File: src/rtl/nonce_scheduler_if.sv
// Groups the header-load, search-control, hash-core and status signals of the nonce scheduler.
// The master side drives the scheduler's inputs; the slave side is the scheduler itself.
interface nonce_scheduler_if;
  logic         hdr_we;
  logic [4:0]   hdr_waddr;
  logic [31:0]  hdr_wdata;
  logic [31:0]  nonce_first;
  logic [31:0]  nonce_last;
  logic [255:0] target;
  logic         go;
  logic         abort;
  logic         core_start;
  logic [4:0]   core_addr;
  logic         core_rq;
  logic [31:0]  core_data;
  logic         core_rdy;
  logic [255:0] core_hash;
  logic         core_done;
  logic         busy;
  logic         found;
  logic         exhausted;
  logic [31:0]  found_nonce;
  logic [31:0]  hash_count;

  modport master (
    output hdr_we, hdr_waddr, hdr_wdata, nonce_first, nonce_last, target, go, abort,
    output core_addr, core_rq, core_hash, core_done,
    input  core_start, core_data, core_rdy, busy, found, exhausted, found_nonce, hash_count
  );

  modport slave (
    input  hdr_we, hdr_waddr, hdr_wdata, nonce_first, nonce_last, target, go, abort,
    input  core_addr, core_rq, core_hash, core_done,
    output core_start, core_data, core_rdy, busy, found, exhausted, found_nonce, hash_count
  );
endinterface

File: src/rtl/nonce_scheduler.sv
// Walks a nonce range, feeding header words plus the current nonce to an external hash core
// and stopping on the first hash at or below the target, or when the range runs out.
module nonce_scheduler (
  input  logic             clk,
  input  logic             rst_n,
  nonce_scheduler_if.slave bus
);
  localparam int HDR_WORDS = 19;

  typedef enum logic [2:0] {IDLE, START, RUN, CHECK, DONE} state_t;

  state_t       state_q, state_d;
  logic [31:0]  header_q [HDR_WORDS];
  logic [31:0]  nonce_q, nonceLast_q, foundNonce_q, hashCount_q, coreData_q;
  logic [255:0] target_q, hash_q;
  logic         found_q, exhausted_q, coreRdy_q, rqPrev_q, donePrev_q;

  logic         busyInt, rqRise, doneRise, hit;
  logic         loadGo, captureHash, setFound, setExhausted, stepNonce, issueRdy, abortNow;
  logic [31:0]  fetchData;

  assign busyInt  = (state_q == START) || (state_q == RUN) || (state_q == CHECK);
  assign rqRise   = bus.core_rq && !rqPrev_q;
  assign doneRise = bus.core_done && !donePrev_q;

  always_comb begin
    state_d      = state_q;
    loadGo       = 1'b0;
    captureHash  = 1'b0;
    setFound     = 1'b0;
    setExhausted = 1'b0;
    stepNonce    = 1'b0;
    issueRdy     = 1'b0;
    abortNow     = 1'b0;
    hit          = (hash_q <= target_q);
    case (state_q)
      IDLE, DONE: begin
        if (bus.go) begin
          loadGo  = 1'b1;
          state_d = START;
        end
      end
      START: begin
        if (bus.abort) begin
          abortNow = 1'b1;
          state_d  = IDLE;
        end else begin
          state_d = RUN;
        end
      end
      RUN: begin
        // Abort wins over any core edge seen in the same cycle.
        if (bus.abort) begin
          abortNow = 1'b1;
          state_d  = IDLE;
        end else begin
          issueRdy = rqRise;
          if (doneRise) begin
            captureHash = 1'b1;
            state_d     = CHECK;
          end
        end
      end
      CHECK: begin
        if (bus.abort) begin
          abortNow = 1'b1;
          state_d  = IDLE;
        end else if (hit) begin
          setFound = 1'b1;
          state_d  = DONE;
        end else if (nonce_q == nonceLast_q) begin
          setExhausted = 1'b1;
          state_d      = DONE;
        end else begin
          stepNonce = 1'b1;
          state_d   = START;
        end
      end
      default: state_d = IDLE;
    endcase
  end

  // Word 19 is the live nonce in byte-reversed order; addresses above it read as zero.
  always_comb begin
    fetchData = '0;
    if (bus.core_addr < 5'(HDR_WORDS)) begin
      fetchData = header_q[bus.core_addr];
    end else if (bus.core_addr == 5'(HDR_WORDS)) begin
      fetchData = {nonce_q[7:0], nonce_q[15:8], nonce_q[23:16], nonce_q[31:24]};
    end
  end

  always_ff @(posedge clk or negedge rst_n) begin
    if (!rst_n) begin
      state_q <= IDLE;
    end else begin
      state_q <= state_d;
    end
  end

  always_ff @(posedge clk or negedge rst_n) begin
    if (!rst_n) begin
      for (int i = 0; i < HDR_WORDS; i++) header_q[i] <= '0;
    end else if (bus.hdr_we && !busyInt && (bus.hdr_waddr < 5'(HDR_WORDS))) begin
      header_q[bus.hdr_waddr] <= bus.hdr_wdata;
    end
  end

  always_ff @(posedge clk or negedge rst_n) begin
    if (!rst_n) begin
      nonce_q      <= '0;
      nonceLast_q  <= '0;
      target_q     <= '0;
      hash_q       <= '0;
      foundNonce_q <= '0;
      hashCount_q  <= '0;
      coreData_q   <= '0;
      found_q      <= 1'b0;
      exhausted_q  <= 1'b0;
      coreRdy_q    <= 1'b0;
      rqPrev_q     <= 1'b0;
      donePrev_q   <= 1'b0;
    end else begin
      rqPrev_q   <= bus.core_rq;
      donePrev_q <= bus.core_done;
      coreRdy_q  <= issueRdy;
      if (issueRdy) coreData_q <= fetchData;
      if (loadGo) begin
        nonce_q      <= bus.nonce_first;
        nonceLast_q  <= bus.nonce_last;
        target_q     <= bus.target;
        found_q      <= 1'b0;
        exhausted_q  <= 1'b0;
        foundNonce_q <= '0;
        hashCount_q  <= '0;
      end
      if (abortNow) begin
        found_q     <= 1'b0;
        exhausted_q <= 1'b0;
      end
      if (captureHash) begin
        hash_q <= bus.core_hash;
        if (hashCount_q != '1) hashCount_q <= hashCount_q + 32'd1;
      end
      if (setFound) begin
        found_q      <= 1'b1;
        foundNonce_q <= nonce_q;
      end
      if (setExhausted) exhausted_q <= 1'b1;
      if (stepNonce) nonce_q <= nonce_q + 32'd1;
    end
  end

  assign bus.core_start  = (state_q == START);
  assign bus.core_rdy    = coreRdy_q;
  assign bus.core_data   = coreData_q;
  assign bus.busy        = busyInt;
  assign bus.found       = found_q;
  assign bus.exhausted   = exhausted_q;
  assign bus.found_nonce = foundNonce_q;
  assign bus.hash_count  = hashCount_q;
endmodule
File: src/flat_wrapper.sv
// flat-port wrapper written by rule: the top's interface ports become plain ports
module nonce_scheduler_flat 
  (clk, rst_n, bus_hdr_we, bus_hdr_waddr, bus_hdr_wdata, bus_nonce_first, bus_nonce_last, bus_target, bus_go, bus_abort, bus_core_addr, bus_core_rq, bus_core_hash, bus_core_done, bus_core_start, bus_core_data, bus_core_rdy, bus_busy, bus_found, bus_exhausted, bus_found_nonce, bus_hash_count);
  nonce_scheduler_if bus_i ();
  input  logic clk;
  input  logic rst_n;
  input wire logic [$bits(bus_i.hdr_we)-1:0] bus_hdr_we;
  input wire logic [$bits(bus_i.hdr_waddr)-1:0] bus_hdr_waddr;
  input wire logic [$bits(bus_i.hdr_wdata)-1:0] bus_hdr_wdata;
  input wire logic [$bits(bus_i.nonce_first)-1:0] bus_nonce_first;
  input wire logic [$bits(bus_i.nonce_last)-1:0] bus_nonce_last;
  input wire logic [$bits(bus_i.target)-1:0] bus_target;
  input wire logic [$bits(bus_i.go)-1:0] bus_go;
  input wire logic [$bits(bus_i.abort)-1:0] bus_abort;
  input wire logic [$bits(bus_i.core_addr)-1:0] bus_core_addr;
  input wire logic [$bits(bus_i.core_rq)-1:0] bus_core_rq;
  input wire logic [$bits(bus_i.core_hash)-1:0] bus_core_hash;
  input wire logic [$bits(bus_i.core_done)-1:0] bus_core_done;
  output wire logic [$bits(bus_i.core_start)-1:0] bus_core_start;
  output wire logic [$bits(bus_i.core_data)-1:0] bus_core_data;
  output wire logic [$bits(bus_i.core_rdy)-1:0] bus_core_rdy;
  output wire logic [$bits(bus_i.busy)-1:0] bus_busy;
  output wire logic [$bits(bus_i.found)-1:0] bus_found;
  output wire logic [$bits(bus_i.exhausted)-1:0] bus_exhausted;
  output wire logic [$bits(bus_i.found_nonce)-1:0] bus_found_nonce;
  output wire logic [$bits(bus_i.hash_count)-1:0] bus_hash_count;
  assign bus_i.hdr_we = bus_hdr_we;
  assign bus_i.hdr_waddr = bus_hdr_waddr;
  assign bus_i.hdr_wdata = bus_hdr_wdata;
  assign bus_i.nonce_first = bus_nonce_first;
  assign bus_i.nonce_last = bus_nonce_last;
  assign bus_i.target = bus_target;
  assign bus_i.go = bus_go;
  assign bus_i.abort = bus_abort;
  assign bus_i.core_addr = bus_core_addr;
  assign bus_i.core_rq = bus_core_rq;
  assign bus_i.core_hash = bus_core_hash;
  assign bus_i.core_done = bus_core_done;
  assign bus_core_start = bus_i.core_start;
  assign bus_core_data = bus_i.core_data;
  assign bus_core_rdy = bus_i.core_rdy;
  assign bus_busy = bus_i.busy;
  assign bus_found = bus_i.found;
  assign bus_exhausted = bus_i.exhausted;
  assign bus_found_nonce = bus_i.found_nonce;
  assign bus_hash_count = bus_i.hash_count;
  nonce_scheduler u_core (.clk(clk), .rst_n(rst_n), .bus(bus_i));
endmodule
File: config.mk
export PLATFORM = sky130hd
export DESIGN_NAME = nonce_scheduler_flat
export DESIGN_NICKNAME = d
export VERILOG_FILES = /design/src/rtl/nonce_scheduler_if.sv /design/src/rtl/nonce_scheduler.sv /design/src/flat_wrapper.sv
export SDC_FILE = /design/constraint.sdc
export NUM_CORES = 2
export LEC_CHECK = 0
export CAP_MARGIN = 20
export CORE_UTILIZATION = 50
export DETAILED_ROUTE_END_ITERATION = 12
export PLACE_DENSITY = 0.83
export SYNTH_ARGS = -nofsm -noshare
export SYNTH_HDL_FRONTEND = slang
export SYNTH_SLANG_ARGS = --single-unit
File: constraint.sdc
create_clock -name clk -period 4.3 [get_ports clk]
set_clock_uncertainty 0.05 [all_clocks]
set_input_delay 0.43 -clock clk [delete_from_list [all_inputs] [get_ports clk]]
set_output_delay 0.43 -clock clk [all_outputs]
set_load 0.02 [all_outputs]
==> metrics.cfg <==
[power]
p_per_area_nw_per_um2 = 583
vdd_drop_max_mv = 0.434
p_total_mw = 43.4
p_leak_nw = 35.5

[synthesis]
syn_inst = 5392
yosys-top-cells-area = dfrtp_1, mux2_2, nand2_1
avgSynthCellArea_um2 = 11.2
ys_types = 74
synth_flop_cell = dfrtp_1
syn-num-nets = 6275
yosysTopAreaCell = dfrtp_1
syn_area_um2 = 60300
synthArstFlopShare_pct = 100
yosys.area.top_type_share_pct = 53.5
synth-seq-cells = 1288
ys_seq_area_share_pct = 53.5
synth_edf_count = 0
yosys_warnings = 0

[floorplanning]
start_util_pct = 50.4
core_um2 = 120000
die-width_um = 349
placement_rows = 127
die-area_um2 = 122000
ioPinCount = 726
die_h_um = 349

[final_layout]
nets = 6908
area_delta_synth_final_pct = 23.6
nFillCells = 8844
final_core_util_pct = 62.3
drive_gt1_share_pct = 18.6
fin_cells = 7837

[cts]
numClockSinks = 1288
cts_root_buffer = clkbuf_16
cts_setup_buffers = 0
cts_buffers = 140
clock_latency_ps = 770
cts_tree = built
h-tree-depth = 4
clockBufferDepth = 3
clkTransAtPathRegs_ps = 60

[worst_setup_path]
crit_arrival_ps = 4570
cpPeakStageDelay_ps = 530
crit_path_top_delay_cell = nor3_2
path_cells = ha_1 -> nand4_1 -> nor4_1 -> buf_4 -> nand4_1 -> nor3_2 -> nand4_1 -> o2111ai_1 -> a211oi_2 -> buf_4 -> nor2_2 -> nor2_1 -> buf_4 -> a211o_1
cp_max_fo = 14
start_kind = flop
crit_path_end_kind = flop
worstSetupPathType = flop to flop
r2r-start = u_core.hash_q[59]$_DFFE_PN0P_
cp_top_family = simple AND/OR/NAND/NOR gates
path_buf_inv = 3
worstPathRequired_ps = 4870
crit_start = u_core.hash_q[59]$_DFFE_PN0P_

[sta]
finalMaxSlewViolations = 0
slew_headroom_pct = 30.0
whs_ps = 125
rsz0062_at_grt = no
fin_ws_ps = 300
finalSetupViolations = 0
worstMarginPinSlew_ps = 1050
post-route-period-util_pct = 93.0
hold_violations = 0
post-route-min-period_ps = 4000
max_freq_mhz = 250

[hold_path]
worstHoldStart = bus_core_rq
hold_class = primary input to flop

[detailed_routing]
wirelength_mm = 199
dr_total_vias = 46100
drtAntennaViolNets = 0
post_drt_via_cell_ratio = 5.89
wl_per_cell_um = 25.4
drtPass1Iterations = 8
drc_errors = 0
dr.first_iter.drc_count = 4918

[placed_design]
dpl.cell_count = 7493
pre_cts_slack_ps = -259
io_buffer_count = 725
hpwl_mm = 136
routabilityCongestion = 0.946

[run_status]
run_status = complete, no violations

[grt]
antenna_found_initial = 112
grt_start_max_net_pins = 150
gr-total-overflow = 0
grt_use_total_pct = 32.5
grt_pass1_vias = 47800
grt_pass1_wl_mm = 296

[run]
cap_violations = 0

placed cells by master (no fill, tap or decap), types with 34 or more instances in the layout:
| master | n |
|---|---|
| ha_1 | 258 |
| buf_4 | 77 |
| mux2_2 | 609 |
| a21oi_1 | 120 |
| clkbuf_8 | 34 |
| inv_1 | 274 |
| xor2_1 | 38 |
| clkdlybuf4s50_1 | 720 |
| dfrtp_1 | 1288 |
| mux4_2 | 160 |
| nand4_1 | 76 |
| nand2_1 | 1312 |
| mux2i_1 | 43 |
| clkbuf_16 | 144 |
| nor2_1 | 54 |
| clkbuf_1 | 35 |
| nand3_1 | 66 |
| o21ai_0 | 382 |
| diode_2 | 91 |
stage by stage:
step	cell area, µm²	setup TNS [ps]
finish	74500	0
global route	74500	0
CTS	74300	0
detailed placement	69500	-3300
global placement	69500	-7270
floorplan	60300	0
Yosys cell counts (all sizes together), types with 12 or more instances:
master and n:
a211o 12, a21o 33, a21oi 121, a222oi 32
a31o 24, and3 25, buf 89, clkbuf 257
dfrtp 1288, ha 258, inv 274, mux2 609
mux2i 43, mux4 160, nand2 1313, nand2b 13
nand3 67, nand4 76, nor2 64, nor3 24
nor3b 28, nor4 22, o21ai 383, xor2 38
report_power, final:
part | internal [mW] | switching (mW)
Sequential | 15.8 | 2.32
Clock | 7.18 | 5.09
Combinational | 5.78 | 7.21
Total | 28.8 | 14.6
final timing paths:
check	endpoint	slack [ps]	cells after the start
max	u_core.nonce_q[21]$_DFFE_PN0P_	300	14
min	u_core.rqPrev_q$_DFF_PN0_	120	1
max reg2reg	u_core.nonce_q[21]$_DFFE_PN0P_	300	14
min reg2reg	u_core.bus.core_data[21]$_DFFE_PN0P_	430	2
max in group asynchronous	u_core.hash_q[51]$_DFFE_PN0P_	2440	3
min in group asynchronous	u_core.header_q[384]$_DFFE_PN0P_	310	2
state kept, by name, summed over array words and instances (netlist names):
register,cells
u_core.bus.found,1
u_core.nonceLast_q,32
u_core.bus.core_rdy,1
u_core.donePrev_q,1
u_core.bus.core_data,32
u_core.bus.hash_count,32
u_core.header_q,608
u_core.target_q,256
u_core.state_q,3
u_core.bus.exhausted,1
u_core.hash_q,256
u_core.nonce_q,32
u_core.bus.found_nonce,32
u_core.rqPrev_q,1
routing by layer:
layer	part of all wire, %	track usage [%]
met5	0.14	0
met4	6.4	21.4
met2	46	49.1
met3	11	10.8
met1	37	39.8
cell type report:
class | count | area, µm² | area share [%]
inverter | 274 | 1030 | 1.38
timing repair buffer | 837 | 8500 | 11.4
antenna | 91 | 228 | 0.306
clock buffer | 212 | 4190 | 5.62
clock inverter | 39 | 497 | 0.667
tap | 1612 | 2020 | 2.71
multi-input combinational | 3484 | 25800 | 34.6
sequential | 1288 | 32200 | 43.3
kinds of logic after synthesis:
family | share of synthesized area [%]
xor gates and xnor gates | 0.596
AOI/OAI and AO/OA | 6.86
DFF | 53.5
and+or+nand+nor | 11.7
adders and majority gates | 5.36
muxes | 18.1
buffers and inverters | 3.93
repair_timing:
action | in CTS | in global routing
pin swaps | 0 | 0
setup endpoints to repair | 15 | 18
hold endpoints to repair | 131 | 0
hold buffers | 1 | 0
resized for setup | 2 | 2
Note: power is estimated with default switching activity, not from simulation.
